### src/rtl/pipeline_hazard_controller_pkg.sv
// Shared constants for the pipeline hazard controller and its mul timer.
package pipeline_hazard_controller_pkg;

  typedef enum logic {
    ST_RUN      = 1'b0,
    ST_MUL_BUSY = 1'b1
  } mul_state_e;

  localparam int unsigned MUL_LATENCY_DEF = 3;
  localparam int unsigned CNT_W_DEF       = 16;
  localparam int unsigned REG_W           = 5;
  localparam logic [REG_W-1:0] REG_ZERO   = 5'd0;

endpackage

### src/rtl/pipeline_hazard_controller_mul.sv
// RUN/MUL_BUSY sequencer that freezes the front of the pipe while a mul occupies EX.
module hazard_mul_timer
  import pipeline_hazard_controller_pkg::*;
#(
  parameter int unsigned MUL_LATENCY = MUL_LATENCY_DEF
) (
  input  logic clk,
  input  logic rst,
  input  logic ex_is_mul,
  output logic mul_stall,
  output logic mul_busy
);

  localparam int unsigned MCNT_W    = $clog2(MUL_LATENCY) + 1;
  localparam int unsigned MCNT_INIT = (MUL_LATENCY >= 2) ? (MUL_LATENCY - 2) : 0;
  localparam bit          MUL_STALLS = (MUL_LATENCY >= 2);

  mul_state_e        state_q, state_d;
  logic [MCNT_W-1:0] mcnt_q, mcnt_d;

  // State and remaining-stall counter registers.
  always_ff @(posedge clk or posedge rst) begin
    if (rst) begin
      state_q <= ST_RUN;
      mcnt_q  <= '0;
    end else begin
      state_q <= state_d;
      mcnt_q  <= mcnt_d;
    end
  end

  // Next state, stall request and busy flag.
  always_comb begin
    state_d   = state_q;
    mcnt_d    = mcnt_q;
    mul_stall = 1'b0;
    mul_busy  = (state_q == ST_MUL_BUSY);
    case (state_q)
      ST_RUN: begin
        if (ex_is_mul && MUL_STALLS) begin
          mul_stall = 1'b1;
          state_d   = ST_MUL_BUSY;
          mcnt_d    = MCNT_W'(MCNT_INIT);
        end
      end
      ST_MUL_BUSY: begin
        if (mcnt_q != '0) begin
          mul_stall = 1'b1;
          mcnt_d    = mcnt_q - MCNT_W'(1);
        end else begin
          state_d = ST_RUN;
        end
      end
    endcase
  end

endmodule

### src/rtl/pipeline_hazard_controller.sv
// Stall/flush sequencer for the 5-stage pipeline: mul freeze, load-use bubble,
// branch/jump flushes, plus saturating stall and flush counters.
module pipeline_hazard_controller
  import pipeline_hazard_controller_pkg::*;
#(
  parameter int unsigned MUL_LATENCY = MUL_LATENCY_DEF,
  parameter int unsigned CNT_W       = CNT_W_DEF
) (
  input  logic             clk,
  input  logic             rst,
  input  logic             id_valid,
  input  logic [REG_W-1:0] id_rs,
  input  logic [REG_W-1:0] id_rt,
  input  logic             id_uses_rt,
  input  logic             id_jump,
  input  logic             ex_mem_read,
  input  logic [REG_W-1:0] ex_dest,
  input  logic             ex_is_mul,
  input  logic             ex_branch_taken,
  output logic             pc_write,
  output logic             ifid_write,
  output logic             idex_write,
  output logic             ifid_flush,
  output logic             idex_flush,
  output logic             exmem_flush,
  output logic             hazard_jump,
  output logic             mul_busy,
  output logic [CNT_W-1:0] stall_count,
  output logic [CNT_W-1:0] flush_count
);

  localparam logic [CNT_W-1:0] CNT_MAX = '1;

  logic             mul_stall;
  logic             load_use;
  logic [CNT_W-1:0] stall_q, stall_d;
  logic [CNT_W-1:0] flush_q, flush_d;

  hazard_mul_timer #(
    .MUL_LATENCY (MUL_LATENCY)
  ) u_mul_timer (
    .clk       (clk),
    .rst       (rst),
    .ex_is_mul (ex_is_mul),
    .mul_stall (mul_stall),
    .mul_busy  (mul_busy)
  );

  // Load in EX writing a register the instruction in ID reads; r0 never hazards.
  always_comb begin
    load_use = id_valid && ex_mem_read && (ex_dest != REG_ZERO) &&
               ((ex_dest == id_rs) || (id_uses_rt && (ex_dest == id_rt)));
  end

  // Priority: reset > mul stall > taken branch > load-use > jump.
  always_comb begin
    pc_write    = 1'b1;
    ifid_write  = 1'b1;
    idex_write  = 1'b1;
    ifid_flush  = 1'b0;
    idex_flush  = 1'b0;
    exmem_flush = 1'b0;
    hazard_jump = 1'b0;
    if (rst) begin
      pc_write = 1'b1;
    end else if (mul_stall) begin
      pc_write    = 1'b0;
      ifid_write  = 1'b0;
      idex_write  = 1'b0;
      exmem_flush = 1'b1;
    end else if (ex_branch_taken) begin
      ifid_flush = 1'b1;
      idex_flush = 1'b1;
    end else if (load_use) begin
      pc_write   = 1'b0;
      ifid_write = 1'b0;
      idex_flush = 1'b1;
    end else if (id_valid && id_jump) begin
      ifid_flush  = 1'b1;
      hazard_jump = 1'b1;
    end
  end

  // Saturating counter next values.
  always_comb begin
    stall_d = stall_q;
    flush_d = flush_q;
    if (!pc_write && (stall_q != CNT_MAX)) begin
      stall_d = stall_q + CNT_W'(1);
    end
    if ((ifid_flush || idex_flush || exmem_flush) && (flush_q != CNT_MAX)) begin
      flush_d = flush_q + CNT_W'(1);
    end
  end

  // Counter registers.
  always_ff @(posedge clk or posedge rst) begin
    if (rst) begin
      stall_q <= '0;
      flush_q <= '0;
    end else begin
      stall_q <= stall_d;
      flush_q <= flush_d;
    end
  end

  assign stall_count = stall_q;
  assign flush_count = flush_q;

endmodule

### config.mk
export PLATFORM = sky130hd
export DESIGN_NAME = pipeline_hazard_controller
export DESIGN_NICKNAME = d
export VERILOG_FILES = /design/src/rtl/pipeline_hazard_controller_pkg.sv /design/src/rtl/pipeline_hazard_controller_mul.sv /design/src/rtl/pipeline_hazard_controller.sv
export SDC_FILE = /design/constraint.sdc
export NUM_CORES = 1
export LEC_CHECK = 0
export ABC_AREA = 1
export CAP_MARGIN = 20
export CELL_PAD_IN_SITES_DETAIL_PLACEMENT = 1
export CELL_PAD_IN_SITES_GLOBAL_PLACEMENT = 1
export CORE_ASPECT_RATIO = 0.75
export CORE_MARGIN = 3
export CORE_UTILIZATION = 37
export DETAILED_ROUTE_END_ITERATION = 8
export PLACE_DENSITY_LB_ADDON = 0.05
export SYNTH_ARGS = -nofsm -noshare
export SYNTH_HDL_FRONTEND = slang
export SYNTH_SLANG_ARGS = --single-unit
### constraint.sdc
create_clock -name clk -period 7.4 [get_ports clk]
set_input_delay 2.22 -clock clk [delete_from_list [all_inputs] [get_ports clk]]
set_output_delay 2.22 -clock clk [all_outputs]
set_load 0.02 [all_outputs]
======== Yosys cells after proc, flatten, opt, wreduce, memory -nomap -nowiden ========
Cells that the tools add are included.
storage, ports and cells
  input port bits ......................... 23
  register bits ........................... 36
  logic and storage cells ................. 54
  output and inout bits ................... 40
operators by class
  reduce and logical (&&, ||, !) cells .... 14
  bitwise operators ....................... 1
  multiplexer cells ....................... 26
  add/subtract/negate cells ............... 3
  eq/ne operators ......................... 6
operators by type and width
  operator               count
  $add 16x1->16 const B  2
  $ne 16x16->1 const B   2
  $mux 1                 22
  $eq 5x5->1             2
  $logic_and 1x1->1      7
  $mux 3                 2
  $pmux 3 s2             1
  $reduce_bool 5->1      1
  $ne 2x2->1 const B     2
  $logic_or 1x1->1       3
  $reduce_bool 3->1      1
  $sub 3x1->3 const B    1
  $pmux 1 s2             1
  $reduce_and 2->1       1
  $logic_not 1->1        1
  $not 1->1              1

======== Longest topological paths before layout ========
  depth after elaboration ................. 11
  mapped depth ............................ 15
  gate-level depth less buffers ........... 14

======== Modules after synthesis ========
From an unflattened synthesis, not the netlist that was laid out.
second synthesis, totals
  cells, all modules ...................... 350
  area total of the unflattened synthesis .. 2,428.6 um2
modules (own cells, without submodules)
  module                      area an instance (um2)  seq. area each (um2)  instances  cells each
  pipeline_hazard_controller  2,214.6                 800.8                 1          323
  hazard_mul_timer            214.0                   100.1                 1          27

======== Worst setup path after synthesis ========
OpenSTA, ideal clock, no wires.
  path type ............................... input-to-output
  start ................................... in rst
  end ..................................... out pc_write
  buffers on the path ..................... 2
  arrival time ............................ 3,815 ps
  setup slack ............................. 1,365 ps
  data required time ...................... 5,180 ps
  cell stages on the path ................. 6
  cells stage by stage .................... inv_1 nand4_1 nand2_4 buf_6 inv_1 buf_4
on the way
  word-level cells in the longest chain between the ends .. 1
ends and longest elaborated chain
  element          RTL line                          source
  start, declared  pipeline_hazard_controller.sv:10  input logic rst,
  $mux 1           n/a
  end, declared    pipeline_hazard_controller.sv:20  output logic pc_write,
No other way between the ends.

======== Worst setup path in the final report ========
  start ................................... in ex_dest[2]
  end ..................................... out ifid_write
on the way
  word-level cells in the longest chain between the ends .. 8
  elaborated cells between the ends (all ways) .. 11
  classes of those cells .................. 2 x eq/ne; 4 x mux; 5 x reduce/logical
ends and longest elaborated chain
  element              RTL line                          source
  start, declared      pipeline_hazard_controller.sv:17  input logic [REG_W-1:0] ex_dest,
  $eq 5x5->1           pipeline_hazard_controller.sv:52  ((ex_dest == id_rs) || (id_uses_rt && (ex_dest == id_rt)));
  $logic_and 1x1->1    pipeline_hazard_controller.sv:52
  $logic_or 1x1->1     pipeline_hazard_controller.sv:52
  $logic_and 1x1->1 *  pipeline_hazard_controller.sv:51  load_use = id_valid && ex_mem_read && (ex_dest != REG_ZERO) &&
  $mux 1 *             pipeline_hazard_controller.sv:74  end else if (load_use) begin
  $mux 1 *             pipeline_hazard_controller.sv:71  end else if (ex_branch_taken) begin
  $mux 1 *             pipeline_hazard_controller.sv:66  end else if (mul_stall) begin
  $mux 1 *             pipeline_hazard_controller.sv:64  if (rst) begin
  end, declared        pipeline_hazard_controller.sv:21  output logic ifid_write,
Every way passes the cells marked *; elsewhere a longest branch is shown, timed or not.

==> results_dict.tcl <==
set metrics [dict create \
    antenna_found_initial 0 \
    cts_buffers 5 \
    clk_latency_ps 300 \
    die_h_um 75.89 \
    ir_worst_vdd_v 0.0002307 \
    grt_pass1_wl_um 11590 \
    clockRootBuffer "clkbuf_8" \
    cts_tree "yes" \
    synth_flop_cell "dfrtp_1" \
    path_cells "clkdlybuf4s50_1 -> inv_1 -> nand2_1 -> nand2_1 -> nor2_1 -> nand3_1 -> nand2_2 -> nand4_1 -> nand2_4 -> inv_1 -> clkdlybuf4s50_1" \
    drive_above_1_share_pct 7.673 \
    period_minus_slack_ps 6361 \
    p_per_area_nw_per_um2 268.2 \
    cts_setup_buffers 0 \
    drc 0 \
    required_ps 5180 \
    hp-class "reg2reg" \
    synth_mux_area_share_pct 0 \
    gp_congestion 0.8699 \
    ioPinCount 63 \
    drv_cap 0 \
    synthAdderAreaFrac_pct 2.077 \
    synth_top_family_by_area "simple AND/OR/NAND/NOR gates" \
    grt.busiest_layer "met2" \
    finClkSkew_ps 10.71 \
    area_growth_pct 32.30 \
    yosysSeqAreaShare_pct 37.38 \
    tightest_slew_ps 508.5 \
    maxSlewHeadroom_pct 66.01 \
    grtUsageMet1_pct 26.86 \
    cp_max_fo 12 \
    layout_commonest_cell "nand2_1" \
    rsz0062_at_grt "false" \
    tns_ps 0 \
    fin_area_um2 3188 \
    synthSimpleGateAreaFrac_pct 38.68 \
    first_pass_iters 4 \
    vias_per_cell 4.940 \
    gr-usage-all-layers_pct 19.37 \
    ys_types 29 \
    cpMaxStageDelayCell "clkdlybuf4s50_1" \
    die_w_um 99.19 \
    first_global_vias 2462 \
    syn_area_um2 2410 \
    clock_path_buffers 2 \
    path_delay_family "buffers and inverters" \
    total_power_mw 0.8551 \
    ctsHoldBuffers 0 \
    setup_viol 0 \
    h-tree-depth 2 \
    wl_per_cell_um 14.30 \
    synth_compound_area_share_pct 2.544 \
    die_area_um2 7528 \
    route.vias.total 2381 \
    max_freq_mhz 157.2 \
    design.core.area_um2 6066 \
    cp.arrival_ps 4140 \
    placed_area_um2 3077 \
    slew_viol_final 0 \
    globalRouteOverflowTotal 0 \
    portBuffers 62 \
    drtAntennaViolNets 0 \
    syn_inst 340 \
    diodes 0 \
    synth-seq-cells 36 \
    postCtsResizedCells 0 \
    layout_common_cells "nand2_1 (111), clkdlybuf4s50_1 (62), inv_1 (43)" \
    drtIter0Drc 67 \
    start_util_pct 39.73 \
    hpwl_um 5246 \
    layout.nets 430 \
    max_stage_delay_ps 530 \
    use_met2_pct 31.40 \
    grt_use_met3_pct 4.666 \
    grt_max_degree 37 \
    async_flop_share_pct 100.0 \
    outcome "completed" \
    yosys_warnings 0 \
    start_kind "input pin" \
    num_rows 24 \
    critPathKind "in2out" \
    syn_avg_cell_area_um2 7.088 \
    period_share_pct 85.96 \
    synth_edf_count 0 \
    n_fill_cell 796 \
    clock_sinks 36 \
    hold_viol_final 0 \
    cp-end-kind "output port" \
    leakage_nw 1.528 \
    path_buf_inv 4 \
    synth_xor_area_share_pct 9.086 \
    wirelength_um 6894 \
    syn_nets 367 \
    clkTransAtPathRegs_ps 80 \
]
[state kept, by name, summed over array words and instances (netlist names)]
register,cells
flush_count,16
stall_count,16
u_mul_timer.mcnt_q,3
u_mul_timer.mul_busy,1
[Yosys cell counts, types with 4 or more instances]
cell type	count	area, um^2
nand2_2	6	37.54
inv_1	43	161.4
nor2_1	25	93.84
xnor2_1	11	96.34
xor2_1	14	122.6
nand3_1	38	190.2
inv_2	7	26.28
nor3_1	11	55.05
ha_1	4	50.05
dfrtp_1	36	900.9
nand4_1	5	31.28
nand2_1	111	416.7
[layout make-up]
type                    instances  area [um^2]  area share [%]
well taps                      78        97.59           3.061
repair buffers                 63        628.1           19.70
flip-flops and latches         36        900.9           28.26
multi-input cells             247         1262           39.60
clock inverters                 3        42.54           1.334
inverters                      50        187.7           5.887
clock buffers                   5        68.82           2.159
[cells by family (layout without fill, tap and decap cells)]
| group | Yosys count | after routing |
|---|---|---|
| compound gates | 10 | 10 |
| xor+xnor | 25 | 25 |
| fa+ha+maj | 4 | 4 |
| buf+inv | 57 | 121 |
| flops | 36 | 36 |
| simple gates | 208 | 208 |
[worst reg2reg max path, stage by stage (launching register included)]
cell and delay, ps:
dfrtp_1 420, ha_1 240, nand3_1 150, inv_1 90, nand2_1 80, nor2_1 60, nand3_1 370, inv_1 260
nor4_1 400, nand2_1 110, nand2_1 80, nand2_1 40
[report_power, final]
| part | leakage [nW] | internal, mW | total (mW) | switching (mW) |
|---|---|---|---|---|
| Combinational | 0.997 | 0.159 | 0.392 | 0.234 |
| Sequential | 0.477 | 0.239 | 0.285 | 0.0456 |
| Clock | 0.0541 | 0.0998 | 0.178 | 0.0783 |
[layer usage]
metal	wire length [um]	share of wire, %
met5	0	0
met3	344	5.0
met4	56	0.81
met1	3414	50
met2	3078	45
[through the flow]
| stage | util, % | instances | hold WS [ps] | setup WS, ps |
|---|---|---|---|---|
| after floorplan | - | 340 | 507.3 | 1365 |
| after global placement | 50.72 | 474 | 486.2 | 1075 |
| after detailed placement | 50.72 | 474 | 498.2 | 1013 |
| after CTS | 52.56 | 482 | 517.6 | 1005 |
| after global routing | 52.56 | 482 | 561.5 | 836.6 |
| final | 52.56 | 482 | 508.7 | 1039 |
[final timing paths]
path | startpoint | cells past startpoint | slack [ps] | to
setup reg to reg | flush_count[0] | 11 | 4990 | flush_count[13]
hold / removal | flush_count[15] | 2 | 510 | flush_count[15]
min in group asynchronous | rst | 3 | 2550 | flush_count[9]
hold reg to reg | flush_count[15] | 2 | 510 | flush_count[15]
max in group asynchronous | rst | 3 | 4520 | stall_count[4]
setup / recovery | ex_dest[2] | 11 | 1040 | ifid_write
Note: power is estimated with default switching activity, not from simulation.
